### src/rtl/arith_pkg.sv
// Shared arithmetic-unit definitions: FSM state encodings and default operand width.
// Used by seq_divider (optionally built signed with DIV_SIGNED_EN) and the multiplier controller.
package arith_pkg;

  typedef enum logic [1:0] {
    ST_IDLE = 2'd0,
    ST_CALC = 2'd1,
    ST_FIX  = 2'd2,
    ST_DONE = 2'd3
  } arith_state_t;

  localparam int ARITH_W     = 16;
  localparam int ARITH_CNT_W = 5;

endpackage

### src/rtl/div_trial_sub.sv
// Combinational (W+1)-bit trial subtractor for the restoring divider.
// ge is the unsigned compare a >= b, taken from the borrow of a one-bit-wider subtract.
module div_trial_sub #(
  parameter int W = 16
) (
  input  logic [W:0]   a,
  input  logic [W-1:0] b,
  output logic [W:0]   diff,
  output logic         ge
);

  logic [W+1:0] full;

  assign full = {1'b0, a} - {2'b00, b};
  assign diff = full[W:0];
  assign ge   = ~full[W+1];

endmodule

### src/rtl/seq_divider.sv
// Sequential restoring divider, one quotient bit per clock, start/done handshake.
// Define DIV_SIGNED_EN for a two's-complement build with a sign-fixup (FIX) state.
//
// state   | meaning
// IDLE    | waiting for start
// CALC    | shift / trial-subtract, one quotient bit per cycle
// FIX     | signed build only: apply result signs
// DONE    | one-cycle done pulse; start here is accepted back-to-back
module seq_divider
  import arith_pkg::*;
#(
  parameter int W     = ARITH_W,
  parameter int CNT_W = ARITH_CNT_W
) (
  input  logic         clk,
  input  logic         rst,
  input  logic         start,
  input  logic [W-1:0] dividend,
  input  logic [W-1:0] divisor,
  output logic         busy,
  output logic         done,
  output logic [W-1:0] quotient,
  output logic [W-1:0] remainder,
  output logic         div_by_zero
);

  arith_state_t     state;
  logic [CNT_W-1:0] cnt;
  logic [W:0]       r;
  logic [W-1:0]     q;
  logic [W-1:0]     d;
  logic [W-1:0]     dvd;
  logic [2*W:0]     rq_sh;
  logic [W:0]       diff;
  logic             ge;
  logic [W-1:0]     q_next;
  logic [W:0]       r_next;
  logic [W-1:0]     dividend_mag;
  logic [W-1:0]     divisor_mag;

`ifdef DIV_SIGNED_EN
  logic neg_q;
  logic neg_r;

  assign dividend_mag = dividend[W-1] ? -dividend : dividend;
  assign divisor_mag  = divisor[W-1]  ? -divisor  : divisor;
`else
  assign dividend_mag = dividend;
  assign divisor_mag  = divisor;
`endif

  // Shift {R,Q} left as one vector; the vacated Q LSB receives the trial result.
  assign rq_sh  = {r, q} << 1;
  assign q_next = rq_sh[W-1:0] | {{(W-1){1'b0}}, ge};
  assign r_next = ge ? diff : rq_sh[2*W:W];

  div_trial_sub #(.W(W)) u_trial_sub (
    .a    (rq_sh[2*W:W]),
    .b    (d),
    .diff (diff),
    .ge   (ge)
  );

  always_ff @(posedge clk) begin
    if (rst) begin
      state       <= ST_IDLE;
      cnt         <= '0;
      r           <= '0;
      q           <= '0;
      d           <= '0;
      dvd         <= '0;
      busy        <= 1'b0;
      done        <= 1'b0;
      quotient    <= '0;
      remainder   <= '0;
      div_by_zero <= 1'b0;
`ifdef DIV_SIGNED_EN
      neg_q       <= 1'b0;
      neg_r       <= 1'b0;
`endif
    end else begin
      done <= 1'b0;
      case (state)
        ST_IDLE, ST_DONE: begin
          if (start) begin
            state       <= ST_CALC;
            busy        <= 1'b1;
            d           <= divisor_mag;
            dvd         <= dividend;
            q           <= dividend_mag;
            r           <= '0;
            cnt         <= CNT_W'(W);
            div_by_zero <= 1'b0;
`ifdef DIV_SIGNED_EN
            neg_q       <= dividend[W-1] ^ divisor[W-1];
            neg_r       <= dividend[W-1];
`endif
          end else begin
            state <= ST_IDLE;
          end
        end

        ST_CALC: begin
          if (d == '0) begin
            state       <= ST_DONE;
            busy        <= 1'b0;
            done        <= 1'b1;
            quotient    <= '1;
            remainder   <= dvd;
            div_by_zero <= 1'b1;
          end else begin
            r   <= r_next;
            q   <= q_next;
            cnt <= cnt - CNT_W'(1);
            if (cnt == CNT_W'(1)) begin
`ifdef DIV_SIGNED_EN
              state     <= ST_FIX;
`else
              state     <= ST_DONE;
              busy      <= 1'b0;
              done      <= 1'b1;
              quotient  <= q_next;
              remainder <= r_next[W-1:0];
`endif
            end
          end
        end

`ifdef DIV_SIGNED_EN
        ST_FIX: begin
          state     <= ST_DONE;
          busy      <= 1'b0;
          done      <= 1'b1;
          quotient  <= neg_q ? -q : q;
          remainder <= neg_r ? -r[W-1:0] : r[W-1:0];
        end
`endif

        default: begin
          state <= ST_IDLE;
          busy  <= 1'b0;
        end
      endcase
    end
  end

endmodule

### config.mk
export PLATFORM = sky130hd
export DESIGN_NAME = seq_divider
export DESIGN_NICKNAME = d
export VERILOG_FILES = /design/src/rtl/arith_pkg.sv /design/src/rtl/div_trial_sub.sv /design/src/rtl/seq_divider.sv
export SDC_FILE = /design/constraint.sdc
export NUM_CORES = 1
export LEC_CHECK = 0
export CAP_MARGIN = 5
export CORE_ASPECT_RATIO = 0.75
export CORE_MARGIN = 10
export CORE_UTILIZATION = 30
export DETAILED_ROUTE_END_ITERATION = 10
export PLACE_DENSITY = 0.49
export SETUP_SLACK_MARGIN = 0.15
export SKIP_CTS_REPAIR_TIMING = 1
export SLEW_MARGIN = 20
export SYNTH_ARGS = -nofsm -noshare
export SYNTH_HDL_FRONTEND = slang
export SYNTH_SLANG_ARGS = --single-unit
### constraint.sdc
create_clock -name clk -period 3 [get_ports clk]
set_input_delay 0.6 -clock clk [delete_from_list [all_inputs] [get_ports clk]]
set_output_delay 0.6 -clock clk [all_outputs]
set_load 0.05 [all_outputs]
==> metrics.csv, run 1 <==
metric,value,unit
"Req. time, crit path",3.23,ns
Synth Cell Area,0.00526,mm2
register-to-register setup slack,0.26,ns
vias in the first global route,4733,
Yosys warning total,0,
R2R cell count,10,
Crit path buffers/inverters,1,
pre-CTS setup slack,0.140,ns
crit-path cells,inv_1 -> ha_1 -> fa_1 -> nor2b_1 -> o31ai_1 -> a21oi_1 -> nor3_1 -> o21a_1 -> o311ai_2 -> a21oi_1,
H-tree depth,3,
routed len/inst,17.7,um
Post-synth EDFFs,0,
Gate Count Post-Synth,671,
Peak VDD IR,0.273,mV
drt drc,0,
Clock Latency Late Sink,0.36,ns
Static Leak,0.00244,uW
RSZ-0062 raised after global routing,no,
"FF+latch count, synth",106,
placed inst area,0.00620,mm2
via total after detailed routing,5008,
core area,0.0170,mm2
grt total ovfl,0,
Rows,41,
die height,135,um
CP Class,flip-flop to flip-flop,
I/O pin count,70,
root cell of the clock tree,clkbuf_16,
worst setup margin,0.260,ns
CTS tree,done,
Initial Utilization,30.9,%
type of destination of the critical path,flip-flop,
critical path data arrival time,2.97,ns
Worst Path Max Fanout,3,
syn nets,727,
HP Class,flip-flop to flip-flop,
CP peak stage delay,0.44,ns
startpoint types,flip-flop,
FILL cells,1818,
# diodes,0,
min-delay src,dvd[8],
power per cell area,582,mW/mm2
share of cells above drive strength 1,7.24,%
gpl congestion,0.896,
First-pass DRT Iterations,5,
Detailed Route WL,17100,um
cell class contributing the biggest share of worst-path delay,compound AO/OA/AOI/OAI gates,
die width,173,um
Hold EP,dvd[8],
largest net degree at the start of global routing,47,
HPWL after DPL,13100,um
final clock skew,0.0135,ns
dpl cells,952,
Layout Nets,783,
status,finished clean,
period utilisation layout,91.3,%
count of pins over their slew limit,0,
Async SR Flop Fraction,0,%
r2r startpoint,q[15],
critical path's slowest cell,o311ai_2,
drt via density,5.17,
FMAX,0.365,GHz
CTS sink cnt,106,
final hold vios,0,
die area,0.0233,mm2
final setup fails,0,
Synth-to-Final Area Change,24.4,%
Final Instance Area,0.00655,mm2
Inserted Clock Buffers,9,
final hold slack,0.459,ns
setup TNS,0,ns
Max-slew headroom,62.2,%
Final ANT Viol Nets,0,
Final Critical Period,2.74,ns
worst-margin pin slew,0.562,ns
"Distinct cells, synth",66,
Worst R2R End,remainder[12],
port bufs,69,
crit-path most repeated cell,a21oi_1,
Worst Hold Depth,2,
register area share after synthesis,40.3,%
first-pass GRT wire length,27200,um
drt initial violations,380,
ys flop type,dfxtp_1,
initial antenna violation count,0,
all-layer global routing usage,14.5,%
MaxCap Viol Count,0,
"CTS clk-pin slew, worst paths",0.09,ns
clock buffer depth,2,
"non-filler cells, final",968,
average size of a mapped cell,7.84,um2
==> stage by stage <==
stage	total power, uW	util (%)
finish	3810	38.4
global route	4020	38.4
CTS	3820	38.2
detailed placement	2590	36.4
global placement	2580	36.4
floorplan	2280	-
==> synth_stat cells, types with 2 or more instances <==
| library cell | number | area share (%) |
|---|---|---|
| a211o_1 | 5 | 0.83 |
| a211oi_1 | 2 | 0.29 |
| a21boi_0 | 2 | 0.29 |
| a21o_1 | 5 | 0.71 |
| a21oi_1 | 87 | 8.3 |
| a221oi_1 | 3 | 0.50 |
| a22oi_1 | 5 | 0.71 |
| a31oi_1 | 4 | 0.48 |
| a32oi_1 | 2 | 0.33 |
| and2_1 | 3 | 0.36 |
| and3_1 | 5 | 0.59 |
| and4_1 | 3 | 0.50 |
| buf_1 | 5 | 0.36 |
| buf_2 | 7 | 0.67 |
| buf_4 | 2 | 0.29 |
| clkbuf_1 | 29 | 2.1 |
| dfxtp_1 | 106 | 40 |
| ha_1 | 20 | 4.8 |
| inv_1 | 26 | 1.9 |
| mux2i_1 | 8 | 1.5 |
| nand2_1 | 95 | 6.8 |
| nand2b_1 | 6 | 0.71 |
| nand3_1 | 21 | 2.0 |
| nand4_1 | 3 | 0.36 |
| nor2_1 | 63 | 4.5 |
| nor2b_1 | 3 | 0.36 |
| nor3_1 | 44 | 4.2 |
| nor3b_1 | 2 | 0.29 |
| nor4_1 | 5 | 0.59 |
| o2111ai_1 | 2 | 0.33 |
| o211ai_1 | 6 | 0.86 |
| o21a_1 | 8 | 1.1 |
| o21ai_0 | 32 | 3.0 |
| o21ai_1 | 4 | 0.38 |
| o31a_1 | 2 | 0.33 |
| o31ai_1 | 7 | 1.0 |
| o41ai_2 | 2 | 0.62 |
| or3_1 | 3 | 0.36 |
| xnor2_1 | 5 | 0.83 |
| xor2_1 | 3 | 0.50 |
==> worst max-delay path by stage <==
stage / from / to / slack [ns] / cells after the start
after global routing: d[4] / remainder[15] / 0.14 / 9
after CTS: d[15] / remainder[12] / 0.11 / 8
after global placement: d[15] / remainder[12] / 0.14 / 8
after floorplan: d[4] / r[5] / 0.59 / 10
final: q[15] / remainder[12] / 0.26 / 10
after detailed placement: d[15] / remainder[12] / 0.14 / 8
==> worst min-delay path: cells and delay by family, from the launching register on <==
family | cells | cell delay (ns)
DFF | 1 | 0.31
and+or+nand+nor | 1 | 0.05
AOI/OAI and AO/OA | 1 | 0.05
==> layout by cell type (no fill, tap or decap), types with 4 or more instances in the layout <==
master / instances
and3_1: 5
a21o_1: 5
nand2_1: 95
buf_4: 20
xnor2_1: 5
a31oi_1: 4
ha_1: 19
a21oi_1: 87
a22oi_1: 5
nand3_1: 21
o21ai_0: 32
dfxtp_1: 106
mux2i_1: 6
nor3_1: 44
o21a_1: 8
o31ai_1: 7
o211ai_1: 6
nor4_1: 5
clkbuf_16: 9
inv_1: 26
a211o_1: 5
nor2_1: 63
clkdlybuf4s50_1: 68
nand2b_1: 6
==> final cells by class <==
cell class	count	area [um2]	share of cell area, %
Clock inverter	7	76.3	1.17
Inverter	27	101	1.55
Clock buffer	9	225	3.44
Multi-Input combinational cell	494	2890	44.1
Sequential cell	106	2120	32.4
Timing Repair Buffer	89	836	12.8
Tap cell	236	295	4.51
==> registers in the layout, indices dropped and copies added (netlist names), 2 cells and up <==
name       count
d             16
state          2
quotient      16
remainder     16
cnt            5
r             16
q             16
dvd           16
==> cell families after synthesis <==
logic type,share of synthesized area (%)
XOR/XNOR,1.33
AO/OA/AOI/OAI,23.1
adder cells (fa/ha/maj),5.14
multiplexers,1.81
flip-flops,40.3
buffers and inverters,5.52
AND/OR/NAND/NOR,22.8
==> where the power goes <==
group          total, uW  switching (uW)  internal [uW]
sequential          1560            66.3           1490
clock               1220             623            599
combinational       1030             648            380
total               3810            1340           2470
==> per-layer routing <==
layer	GRT usage (%)	part of all wire (%)	up-vias
met3	3.65	6.2	10
met4	3.92	0.86	0
met1	21.7	53	2371
li1	-	-	2476
met5	0	0	-
met2	19.8	40	151
Power figures use the tool's default switching activity.
==> run 2, diff against run 1 <==
--- a/config.mk
+++ b/config.mk
@@ -9,7 +9,7 @@
 export CORE_ASPECT_RATIO = 0.75
 export CORE_MARGIN = 10
-export CORE_UTILIZATION = 30
+export CORE_UTILIZATION = 55
 export DETAILED_ROUTE_END_ITERATION = 10
-export PLACE_DENSITY = 0.49
+export PLACE_DENSITY = 0.8
 export SETUP_SLACK_MARGIN = 0.15
 export SKIP_CTS_REPAIR_TIMING = 1
==> constraint.sdc (replaced) <==
create_clock -name clk -period 3 [get_ports clk]
set_input_delay 0.6 -clock clk [delete_from_list [all_inputs] [get_ports clk]]
set_output_delay 0.6 -clock clk [all_outputs]
set_load 0.02 [all_outputs]
==> metrics.csv, run 2 (synthesis gave the netlist of run 1 again) <==
metric,value,unit
power per cell area,599,mW/mm2
"CTS clk-pin slew, worst paths",0.07,ns
Final Critical Period,2.81,ns
min-delay src,dvd[6],
share of cells above drive strength 1,6.29,%
initial antenna violation count,0,
worst-margin pin slew,0.819,ns
MaxCap Viol Count,0,
critical path's slowest cell,mux2i_1,
I/O pin count,70,
fin util,69.6,%
Layout Nets,782,
clock buffer depth,2,
final clock skew,0.00992,ns
# diodes,0,
Inserted Clock Buffers,9,
startpoint types,flip-flop,
Synth-to-Final Area Change,21.7,%
port bufs,69,
"most common cell after layout, fill and taps aside",dfxtp_1,
"commonest non-fill, non-tap cells in the layout","dfxtp_1, nand2_1, a21oi_1",
type of destination of the critical path,flip-flop,
drt drc,0,
r2r startpoint,d[4],
status,finished clean,
core area,0.00920,mm2
via total after detailed routing,5234,
Peak VDD IR,0.352,mV
RSZ-0062 raised after global routing,yes,
Critical Path Start,d[4],
drt initial violations,551,
"Req. time, crit path",3.23,ns
final hold vios,0,
First-pass DRT Iterations,7,
Detailed Route WL,15600,um
CTS sink cnt,106,
crit-path cells,inv_1 -> ha_1 -> a21o_1 -> a41o_1 -> o311ai_4 -> o211ai_1 -> buf_4 -> mux2i_1 -> a211o_1 -> a21oi_1,
Final ANT Viol Nets,0,
final setup fails,0,
die area,0.0139,mm2
CP peak stage delay,0.45,ns
setup TNS,0,ns
gpl congestion,0.958,
routed len/inst,18.2,um
HP Class,flip-flop to flip-flop,
period utilisation layout,93.7,%
CTS tree,done,
first-pass GRT wire length,25100,um
count of pins over their slew limit,0,
largest net degree at the start of global routing,37,
die width,133,um
critical path data arrival time,3.04,ns
root cell of the clock tree,clkbuf_16,
CP Class,flip-flop to flip-flop,
HPWL after DPL,11300,um
H-tree depth,3,
vias in the first global route,4950,
Max-slew headroom,45.4,%
FMAX,0.356,GHz
die height,105,um
Worst Path Max Fanout,6,
Rows,30,
all-layer global routing usage,21.6,%
drt via density,6.09,
Clock Latency Late Sink,0.35,ns
grt total ovfl,0,
Static Leak,0.00244,uW
Initial Utilization,57.2,%
[run 2: cell types whose count changed in the layout (fill, tap and decap cells not counted), moves of 2 or more]
| cell | before | now |
|---|---|---|
| mux2i_2 | 2 | 0 |
| inv_6 | 3 | 1 |
| mux2i_1 | 6 | 8 |
| bufinv_16 | 0 | 2 |
| nor4_2 | 0 | 2 |
| inv_8 | 3 | 0 |
[run 2: where the power goes]
part           total (uW)  leakage, uW  switching, uW  internal, uW
sequential           1560     0.000864           65.3          1500
combinational         972      0.00142            593           379
clock                1300     0.000156            545           760
[run 2: path summary, 6_finish.rpt]
kind,end,slack (ns),cells past startpoint
setup / recovery,remainder[11],0.19,10
hold reg to reg,dvd[6],0.46,2
setup reg to reg,remainder[11],0.19,10
hold / removal,dvd[6],0.46,2
[run 2: area by class of cell]
| type | instances | area, um2 |
|---|---|---|
| Timing Repair Buffer | 88 | 828 |
| Sequential cell | 106 | 2120 |
| Clock buffer | 11 | 243 |
| Tap cell | 128 | 160 |
| Clock inverter | 5 | 85.1 |
| Fill cell | 777 | 2790 |
| Inverter | 27 | 101 |
| Multi-Input combinational cell | 494 | 2860 |
[run 2: per-layer routing]
layer	wire, um	global-route usage [%]	vias up
li1	-	-	2482
met1	6940	29.6	2469
met2	6910	32.7	262
met3	1540	5.50	21
met4	218	5.96	0
met5	0	0	-
[run 2: per-stage QoR]
step	instances	instance area [um2]	total power [uW]	hold slack (ns)	worst slack, ns
2_1_floorplan	671	5260	2230	0.431	0.595
3_3_place_gp	841	6050	2490	0.443	0.338
3_5_place_dp	841	6050	2520	0.444	0.186
4_1_cts	857	6370	3800	0.454	0.155
5_1_grt	859	6400	4000	0.480	0.109
6_report	859	6400	3840	0.460	0.190
[run 2: worst max-delay path: cells and delay by family, from the launching register on]
| family | cells | cell delay [ns] |
|---|---|---|
| flops | 1 | 0.35 |
| mux | 1 | 0.45 |
| fa+ha+maj | 1 | 0.34 |
| buf+inv | 2 | 0.24 |
| compound gates | 6 | 1.29 |
